===== src/rtl/lcd_stream_driver.sv =====
// lcd_stream_driver: valid/ready RGB stream to raster-ordered LCD pixel writes.
// Define LCD_TESTPATTERN_EN to fill underflowed pixels with a checkerboard.
module lcd_stream_driver #(
  parameter int H_ACTIVE = 480,
  parameter int V_ACTIVE = 272,
  parameter int H_BLANK  = 40,
  parameter int V_BLANK  = 8,
  parameter int PIX_DIV  = 1
) (
  input  logic        clk,
  input  logic        rst,
  input  logic        enable,
  input  logic        s_valid,
  output logic        s_ready,
  input  logic        s_sof,
  input  logic [23:0] s_rgb,
  output logic [9:0]  lcd_x,
  output logic [9:0]  lcd_y,
  output logic [7:0]  lcd_r,
  output logic [7:0]  lcd_g,
  output logic [7:0]  lcd_b,
  output logic        lcd_de,
  output logic        lcd_vsync,
  output logic        frame_done,
  output logic        underflow,
  output logic        sync_err
);

  localparam int H_TOTAL = H_ACTIVE + H_BLANK;
  localparam int V_TOTAL = V_ACTIVE + V_BLANK;
  localparam int PW = (PIX_DIV > 1) ? $clog2(PIX_DIV) : 1;

  typedef enum logic [1:0] {IDLE, SYNC, RUN} state_t;

  state_t        state_q, state_d;
  logic [9:0]    hcnt_q, hcnt_d;
  logic [9:0]    vcnt_q, vcnt_d;
  logic [PW-1:0] pre_q, pre_d;
  logic [9:0]    x_q, x_d, y_q, y_d;
  logic [23:0]   rgb_q, rgb_d;
  logic          de_q, de_d, vs_q, vs_d;
  logic          fd_q, fd_d, uf_q, uf_d, se_q, se_d;

  logic        tick, active, origin, accept, misalign;
  logic        hwrap, vwrap;
  logic [23:0] fill;

  assign tick   = (state_q == RUN) && (pre_q == PW'(PIX_DIV - 1));
  assign active = (hcnt_q < 10'(H_ACTIVE)) && (vcnt_q < 10'(V_ACTIVE));
  assign origin = (hcnt_q == 10'd0) && (vcnt_q == 10'd0);
  assign hwrap  = (hcnt_q == 10'(H_TOTAL - 1));
  assign vwrap  = (vcnt_q == 10'(V_TOTAL - 1));
  assign accept = s_valid & s_ready;
  // a start-of-frame beat anywhere but the origin means the source slipped
  assign misalign = tick & active & s_valid & s_sof & ~origin;

`ifdef LCD_TESTPATTERN_EN
  assign fill = (((hcnt_q % 10'd48) < 10'd24) == ((vcnt_q % 10'd48) < 10'd24))
              ? 24'h960000 : 24'h000000;
`else
  assign fill = 24'h000000;
`endif

  always_comb begin
    s_ready = 1'b0;
    unique case (state_q)
      SYNC:    s_ready = enable & ~s_sof;
      RUN:     s_ready = enable & tick & active & ~(s_sof & ~origin);
      default: s_ready = 1'b0;
    endcase
  end

  always_comb begin
    state_d = state_q;
    hcnt_d  = hcnt_q;
    vcnt_d  = vcnt_q;
    pre_d   = pre_q;
    x_d     = x_q;
    y_d     = y_q;
    rgb_d   = rgb_q;
    de_d    = de_q;
    vs_d    = vs_q;
    fd_d    = 1'b0;
    uf_d    = uf_q;
    se_d    = se_q;
    unique case (state_q)
      IDLE: begin
        hcnt_d = '0;
        vcnt_d = '0;
        pre_d  = '0;
        if (enable) state_d = SYNC;
      end
      SYNC: begin
        if (!enable) begin
          state_d = IDLE;
          de_d    = 1'b0;
        end else if (s_valid && s_sof) begin
          state_d = RUN;
          hcnt_d  = '0;
          vcnt_d  = '0;
          pre_d   = '0;
        end
      end
      RUN: begin
        if (!enable) begin
          state_d = IDLE;
          hcnt_d  = '0;
          vcnt_d  = '0;
          pre_d   = '0;
          de_d    = 1'b0;
        end else if (!tick) begin
          pre_d = pre_q + PW'(1);
        end else begin
          pre_d = '0;
          if (misalign) begin
            se_d    = 1'b1;
            state_d = SYNC;
            hcnt_d  = '0;
            vcnt_d  = '0;
            de_d    = 1'b0;
          end else begin
            x_d   = hcnt_q;
            y_d   = vcnt_q;
            de_d  = active;
            vs_d  = (vcnt_q >= 10'(V_ACTIVE));
            rgb_d = accept ? s_rgb : (active ? fill : 24'h000000);
            if (active && !s_valid) uf_d = 1'b1;
            hcnt_d = hwrap ? 10'd0 : hcnt_q + 10'd1;
            if (hwrap) vcnt_d = vwrap ? 10'd0 : vcnt_q + 10'd1;
            fd_d = hwrap & vwrap;
          end
        end
      end
      default: state_d = IDLE;
    endcase
  end

  always_ff @(posedge clk) begin
    if (rst) begin
      state_q <= IDLE;
      hcnt_q  <= '0;
      vcnt_q  <= '0;
      pre_q   <= '0;
      x_q     <= '0;
      y_q     <= '0;
      rgb_q   <= '0;
      de_q    <= 1'b0;
      vs_q    <= 1'b0;
      fd_q    <= 1'b0;
      uf_q    <= 1'b0;
      se_q    <= 1'b0;
    end else begin
      state_q <= state_d;
      hcnt_q  <= hcnt_d;
      vcnt_q  <= vcnt_d;
      pre_q   <= pre_d;
      x_q     <= x_d;
      y_q     <= y_d;
      rgb_q   <= rgb_d;
      de_q    <= de_d;
      vs_q    <= vs_d;
      fd_q    <= fd_d;
      uf_q    <= uf_d;
      se_q    <= se_d;
    end
  end

  assign lcd_x      = x_q;
  assign lcd_y      = y_q;
  assign lcd_r      = rgb_q[23:16];
  assign lcd_g      = rgb_q[15:8];
  assign lcd_b      = rgb_q[7:0];
  assign lcd_de     = de_q;
  assign lcd_vsync  = vs_q;
  assign frame_done = fd_q;
  assign underflow  = uf_q;
  assign sync_err   = se_q;

endmodule


===== config.mk =====
export PLATFORM = sky130hd
export DESIGN_NAME = lcd_stream_driver
export DESIGN_NICKNAME = d
export VERILOG_FILES = /design/src/rtl/lcd_stream_driver.sv
export SDC_FILE = /design/constraint.sdc
export NUM_CORES = 1
export LEC_CHECK = 0
export BUFFER_PORTS_ARGS = -buffer_cell sky130_fd_sc_hd__buf_2
export CELL_PAD_IN_SITES_DETAIL_PLACEMENT = 2
export CELL_PAD_IN_SITES_GLOBAL_PLACEMENT = 2
export CORE_ASPECT_RATIO = 1.75
export CORE_UTILIZATION = 28
export DETAILED_ROUTE_END_ITERATION = 16
export GPL_ROUTABILITY_DRIVEN = 0
export PLACE_DENSITY_LB_ADDON = 0.1
export SLEW_MARGIN = 20
export SYNTH_ARGS = -nofsm -noshare
export SYNTH_HDL_FRONTEND = slang
export SYNTH_SLANG_ARGS = --single-unit

===== constraint.sdc =====
create_clock -name clk -period 2.6 [get_ports clk]
set_clock_uncertainty 0.1 [all_clocks]
set_input_delay 0.26 -clock clk [delete_from_list [all_inputs] [get_ports clk]]
set_output_delay 0.26 -clock clk [all_outputs]
set_load 0.01 [all_outputs]

==> results of run 1 <==
-- cells in the mapped netlist, drive strengths merged, types with 5 or more instances --
library cell  count
a21oi            38
buf              12
clkbuf           12
dfxtp            72
ha                8
inv               9
nand2            56
nand2b           26
nand3             8
nand3b           24
nand4             8
nor2             30
nor3              7
o21ai            31
or4               5
xnor2             6
xor2              7
-- per-layer routing --
metal | up-vias | wire length, um | track usage [%]
li1 | 1525 | - | -
met1 | 1501 | 3984 | 18.63
met2 | 72 | 5762 | 35.68
met3 | 10 | 503 | 4.254
met4 | 0 | 170 | 7.047
met5 | - | 0 | 0
-- repair_timing --
item | in CTS | in global routing
pin swaps | 4 | 5
setup endpoints to repair | 32 | 33
resized for setup | 14 | 17
setup buffers | 1 | 2
endpoints found under the hold margin | 0 | 0
-- cell type report --
cell class / count / share of cell area [%]
Multi-Input combinational cell: 284 / 39.64
Sequential cell: 72 / 32.77
Timing Repair Buffer: 113 / 15.81
Clock buffer: 10 / 5.423
Tap cell: 132 / 3.748
Clock inverter: 5 / 1.846
Inverter: 9 / 0.7666
-- cell usage in the layout, fill, tap and decap left out, drive strengths merged, types with 6 or more instances in the layout --
master / instances
dfxtp: 72
clkbuf: 10
nand4: 8
nor2: 30
xor2: 7
nor3: 7
ha: 8
nand3b: 24
xnor2: 6
a21oi: 38
inv: 9
nand2b: 26
nand3: 8
nand2: 56
o21ai: 31
buf: 113
-- worst max-delay path, delay by kind of cell, from the launching register on --
family,cells,cell delay [ns]
buf+inv,1,0.09
flops,1,0.32
simple gates,5,1.58
-- where the power goes --
group	internal, uW	switching, uW	leakage, uW
clock network	861	489	0.000155
registers	1110	13.4	0.000581
logic	126	169	0.00108
total	2100	671	0.00181
-- registers in the layout, indices dropped and copies added (netlist names), 2 cells and up --
| register | flops |
|---|---|
| lcd_x | 10 |
| lcd_y | 10 |
| state_q | 2 |
| vcnt_q | 10 |
| hcnt_q | 10 |
| rgb_q | 24 |
-- worst min path at each step --
stage / start / end / slack (ns) / cells past startpoint
2_1_floorplan: s_rgb[10] / rgb_q[10]$_SDFFE_PP0P_ / 0.31 / 2
3_3_place_gp: lcd_y[0]$_SDFFE_PP0P_ / lcd_y[0]$_SDFFE_PP0P_ / 0.34 / 2
3_5_place_dp: lcd_x[0]$_SDFFE_PP0P_ / lcd_x[0]$_SDFFE_PP0P_ / 0.35 / 2
4_1_cts: s_rgb[12] / rgb_q[12]$_SDFFE_PP0P_ / 0.06 / 3
5_1_grt: s_rgb[12] / rgb_q[12]$_SDFFE_PP0P_ / 0.07 / 3
6_report: s_rgb[21] / rgb_q[21]$_SDFFE_PP0P_ / 0.07 / 3
-- cell families after synthesis --
| family | Yosys count | synth area share [%] |
|---|---|---|
| adders and majority gates | 8 | 3.072 |
| xor gates and xnor gates | 13 | 3.495 |
| muxes | 1 | 0.3072 |
| AOI/OAI and AO/OA | 80 | 13.48 |
| DFF | 72 | 44.24 |
| and+or+nand+nor | 182 | 30.34 |
| buffers and inverters | 33 | 5.069 |
-- per-stage QoR --
step	cell area, um2	cells	setup slack, ns	util [%]
4_1_cts	4337	623	-0.1282	38.61
3_3_place_gp	3960	607	-0.02739	35.26
5_1_grt	4407	625	-0.1394	39.24
6_report	4407	625	-0.08693	39.24
3_5_place_dp	3960	607	-0.1568	35.26
2_1_floorplan	3258	389	0.05805	-
==> impl_metrics.py, run 1 <==
metrics = {
    "run_status": {
        "status": "complete, but fails checks",
        "failed_checks": "negative setup slack",
    },
    "clocking": {
        "root_buffer": "clkbuf_16",
        "clock_latency_ns": 0.34,
        "h-tree-depth": 3,
        "clockBufferDepth": 2,
        "clock-sinks": 72,
        "cts_tree": "done",
        "cts_inserted_buffers": 9,
        "clk_pin_slew_worst_paths_ns": 0.06,
        "holdBufCountCts": 0,
    },
    "cells_and_area": {
        "fin_nets": 526,
        "area_growth_pct": 35.25,
        "fill_cells": 1303,
        "multiInputGateArea_mm2": 0.001747,
        "diodes": 0,
        "drive_above_1_share_pct": 31.44,
        "ff_latch_area_mm2": 0.001444,
    },
    "worst_setup_path": {
        "critPathCaptureType": "output pin",
        "worst_path_max_delay_cell": "or4_4",
        "cp.arrival_ns": 2.33,
        "cp_data_required_time_ns": 2.24,
        "reg2reg_depth": 7,
        "critPathLaunch": "vcnt_q[7]$_SDFFE_PP0P_",
        "crit_path_start_kind": "flip-flop",
        "crit_end": "s_ready",
        "critPathMaxStageDelay_ns": 0.60,
        "ff2ff_setup_slack_ns": 0.01,
        "critPathKind": "reg2out",
        "worst-path-max-fanout": 3,
        "cp_common_cell": "or4_4",
        "r2r-end": "rgb_q[6]$_SDFFE_PP0P_",
        "r2r-start": "vcnt_q[7]$_SDFFE_PP0P_",
        "crit_chain": "or4_4, or4_4, nor3_4, or2_4, and2_4, buf_6",
    },
    "logic_synthesis": {
        "synthArstFlopShare_pct": 0,
        "synth_edf_count": 0,
        "synthTopCellsByArea": "dfxtp_1 44%, nand2_1 6.3%, a21oi_1 5.8%",
        "synth_top_area_cell": "dfxtp_1",
        "syn_nets": 426,
        "netlist_area_mm2": 0.003258,
        "yosys_warnings": 0,
        "postSynthCellCount": 389,
        "yosysSeqAreaShare_pct": 44.24,
        "synth-seq-cells": 72,
        "synth_area_per_cell_um2": 8.376,
        "synth_ff_type": "dfxtp_1",
        "synth.distinct_cells": 44,
        "yosysTopAreaCellShare_pct": 44.24,
    },
    "place": {
        "dp_hpwl_mm": 7.709,
        "portBuffers": 78,
    },
    "floorplanning": {
        "die_h_um": 144.7,
        "row_count": 51,
        "io-pin-count": 79,
        "initial_core_util_pct": 29.01,
        "dieArea_mm2": 0.01209,
        "die_w_um": 83.54,
        "fp.coreArea_mm2": 0.01123,
    },
    "sta": {
        "rsz0062_at_grt": "true",
        "timing.hold.ws_ns": 0.07024,
        "setup-tns-final_ns": -0.08693,
        "period_share_pct": 103.3,
        "relSlewSlack_pct": 64.76,
        "hold_viol_final": 0,
        "setup-violations-final": 1,
        "fmax_mhz": 372.2,
        "tightest_slew_ns": 0.5153,
        "period_minus_slack_ns": 2.687,
        "slew_violations": 0,
        "setup_ws_ns": -0.08693,
    },
    "detailed_routing": {
        "drt-vias-per-instance": 4.973,
        "ant_nets": 0,
        "drt_iter0_drc": 72,
        "post_drt_wl_per_cell_um": 16.67,
        "drc": 0,
        "vias": 3108,
        "firstDrtPassIters": 4,
        "wirelength_mm": 10.42,
    },
    "pwr": {
        "leakagePower_uw": 0.001815,
        "worst_ir_drop_vdd_mv": 0.3754,
        "finalPower_uw": 2771,
        "cellPowerDensity_mw_per_mm2": 628.8,
    },
    "hold_path": {
        "hold_path.class": "in2reg",
    },
    "global_route": {
        "grt_usage_pct": 18.25,
        "grt_pass1_vias": 3430,
        "grt_max_degree": 25,
        "grt_pass1_wl_mm": 17.17,
        "overflow": 0,
        "antenna_found_initial": 0,
    },
    "flow_run": {
        "drv_cap": 0,
    },
}
No activity file was read; power rests on OpenSTA's default activity.
==> run 2, diff against run 1 <==
--- a/config.mk
+++ b/config.mk
@@ -9,10 +9,10 @@
 export CELL_PAD_IN_SITES_DETAIL_PLACEMENT = 2
 export CELL_PAD_IN_SITES_GLOBAL_PLACEMENT = 2
 export CORE_ASPECT_RATIO = 1.75
-export CORE_UTILIZATION = 28
+export CORE_UTILIZATION = 31
 export DETAILED_ROUTE_END_ITERATION = 16
 export GPL_ROUTABILITY_DRIVEN = 0
-export PLACE_DENSITY_LB_ADDON = 0.1
+export PLACE_DENSITY = 0.87
 export SLEW_MARGIN = 20
 export SYNTH_ARGS = -nofsm -noshare
 export SYNTH_HDL_FRONTEND = slang
==> constraint.sdc (replaced) <==
create_clock -name clk -period 2.9 [get_ports clk]
set_clock_uncertainty 0.1 [all_clocks]
set_input_delay 0.29 -clock clk [delete_from_list [all_inputs] [get_ports clk]]
set_output_delay 0.29 -clock clk [all_outputs]
set_load 0.01 [all_outputs]
==> impl_metrics.py, run 2 (synthesis gave the netlist of run 1 again) <==
metrics = {
    "sta": {
        "slew_violations": 0,
        "period_share_pct": 97.59,
        "fmax_mhz": 353.3,
        "rsz0062_at_grt": "true",
        "setup-violations-final": 0,
        "setup-tns-final_ns": 0,
        "hold_viol_final": 0,
        "tightest_slew_ns": 0.5892,
        "period_minus_slack_ns": 2.830,
        "relSlewSlack_pct": 60.62,
    },
    "global_route": {
        "antenna_found_initial": 0,
        "overflow": 0,
        "grt_max_degree": 42,
        "grt_pass1_wl_mm": 18.06,
        "grt_pass1_vias": 3468,
        "grt_usage_pct": 21.79,
    },
    "clocking": {
        "clockBufferDepth": 2,
        "holdBufCountCts": 0,
        "clk_pin_slew_worst_paths_ns": 0.06,
        "root_buffer": "clkbuf_16",
        "clock-sinks": 72,
        "h-tree-depth": 3,
        "clock_latency_ns": 0.34,
        "cts_inserted_buffers": 9,
        "cts_tree": "done",
    },
    "detailed_routing": {
        "firstDrtPassIters": 4,
        "ant_nets": 0,
        "post_drt_wl_per_cell_um": 18.84,
        "drc": 0,
        "wirelength_mm": 11.25,
        "vias": 3103,
        "drt_iter0_drc": 129,
        "drt-vias-per-instance": 5.198,
    },
    "pwr": {
        "swShare_pct": 26.13,
        "cellPowerDensity_mw_per_mm2": 559.5,
        "p_int_uw": 1683,
        "p_seq_share_pct": 44.4,
        "worst_ir_drop_vdd_mv": 0.3613,
        "pwr-share-clk_pct": 45.4,
        "leakagePower_uw": 0.001652,
        "switchingPower_uw": 595.5,
        "p_comb_share_pct": 10.2,
    },
    "floorplanning": {
        "fp.coreArea_mm2": 0.01024,
        "initial_core_util_pct": 31.82,
        "io-pin-count": 79,
        "die_w_um": 79.50,
        "dieArea_mm2": 0.01094,
        "die_h_um": 137.6,
        "row_count": 49,
    },
    "cells_and_area": {
        "final_common_cell": "buf_2",
        "largest_reg_flops": 24,
        "stdcell_count": 597,
        "mostFrequentLayoutCells": "78 x buf_2, 70 x dfxtp_1, 55 x nand2_1",
        "fin_nets": 502,
        "drive_above_1_share_pct": 25.53,
        "top_register": "rgb_q",
        "diodes": 0,
        "area_growth_pct": 25.00,
    },
    "place": {
        "portBuffers": 78,
        "dp_cells": 581,
        "dp_hpwl_mm": 7.527,
    },
    "flow_run": {
        "drv_cap": 0,
    },
    "worst_setup_path": {
        "cp.arrival_ns": 2.44,
        "cp_data_required_time_ns": 2.51,
        "critPathCaptureType": "output pin",
        "crit_path_start_kind": "flip-flop",
        "worst-path-max-fanout": 7,
        "critPathKind": "reg2out",
    },
    "hold_path": {
        "hold_path.class": "in2reg",
    },
    "run_status": {
        "status": "completed",
    },
}
==> run 2: critical path, cell delays in order, from the launching register on <==
cell and delay (ns):
dfxtp_2 0.37, or4_4 0.54, or4_4 0.58, nor3_2 0.16, or2_4 0.17, and2_1 0.14, buf_2 0.13
==> run 2: through the flow <==
| stage | total power, uW | setup slack [ns] | hold slack, ns | utilization [%] | cell area (um2) |
|---|---|---|---|---|---|
| final | 2279 | 0.06993 | 0.09255 | 39.78 | 4073 |
| after floorplan | 1176 | 0.3581 | 0.3356 | - | 3258 |
| after detailed placement | 1257 | 0.1313 | 0.3525 | 36.83 | 3771 |
| after CTS | 2299 | 0.01244 | 0.09065 | 39.61 | 4055 |
| after global placement | 1244 | 0.2383 | 0.3420 | 36.83 | 3771 |
| after global routing | 2353 | -0.04102 | 0.1039 | 39.78 | 4073 |
==> run 2: layout make-up <==
type,instances,area [um2]
multi-input cells,284,1677
repair buffers,89,485.5
inverters,9,33.78
clock buffers,10,239.0
clock inverters,6,35.03
flip-flops and latches,72,1444
fillers,1158,6166
well taps,127,158.9
==> run 2: worst paths after layout <==
| kind | startpoint | endpoint | slack, ns | cells after the start |
|---|---|---|---|---|
| worst min register to register | lcd_y[6]$_SDFFE_PP0P_ | lcd_y[6]$_SDFFE_PP0P_ | 0.36 | 2 |
| worst min-delay path | s_rgb[16] | rgb_q[16]$_SDFFE_PP0P_ | 0.09 | 3 |
| worst max register to register | vcnt_q[5]$_SDFFE_PP0P_ | rgb_q[0]$_SDFFE_PP0P_ | 0.08 | 6 |
| worst max-delay path | vcnt_q[5]$_SDFFE_PP0P_ | s_ready | 0.07 | 6 |
==> run 2: timing repair <==
action	CTS	global route
pin swaps	1	0
endpoints found under the setup margin	3	16
gates resized for setup	3	6
setup buffers	0	0
==> run 2: per-layer routing <==
| metal | track usage [%] | wire length (um) | vias to the layer above |
|---|---|---|---|
| met3 | 4.371 | 441 | 17 |
| met2 | 42.45 | 6387 | 72 |
| met1 | 21.69 | 4212 | 1532 |
| met5 | 0 | 0 | - |
| li1 | - | - | 1482 |
| met4 | 9.091 | 207 | 0 |
==> run 2: power groups by stage <==
stage	Combinational, uW	Clock (uW)	Sequential [uW]
final	233	1030	1010
after global placement	214	0	1030
after floorplan	147	0	1030
after global routing	255	1090	1010
after CTS	234	1050	1010
after detailed placement	224	0	1030
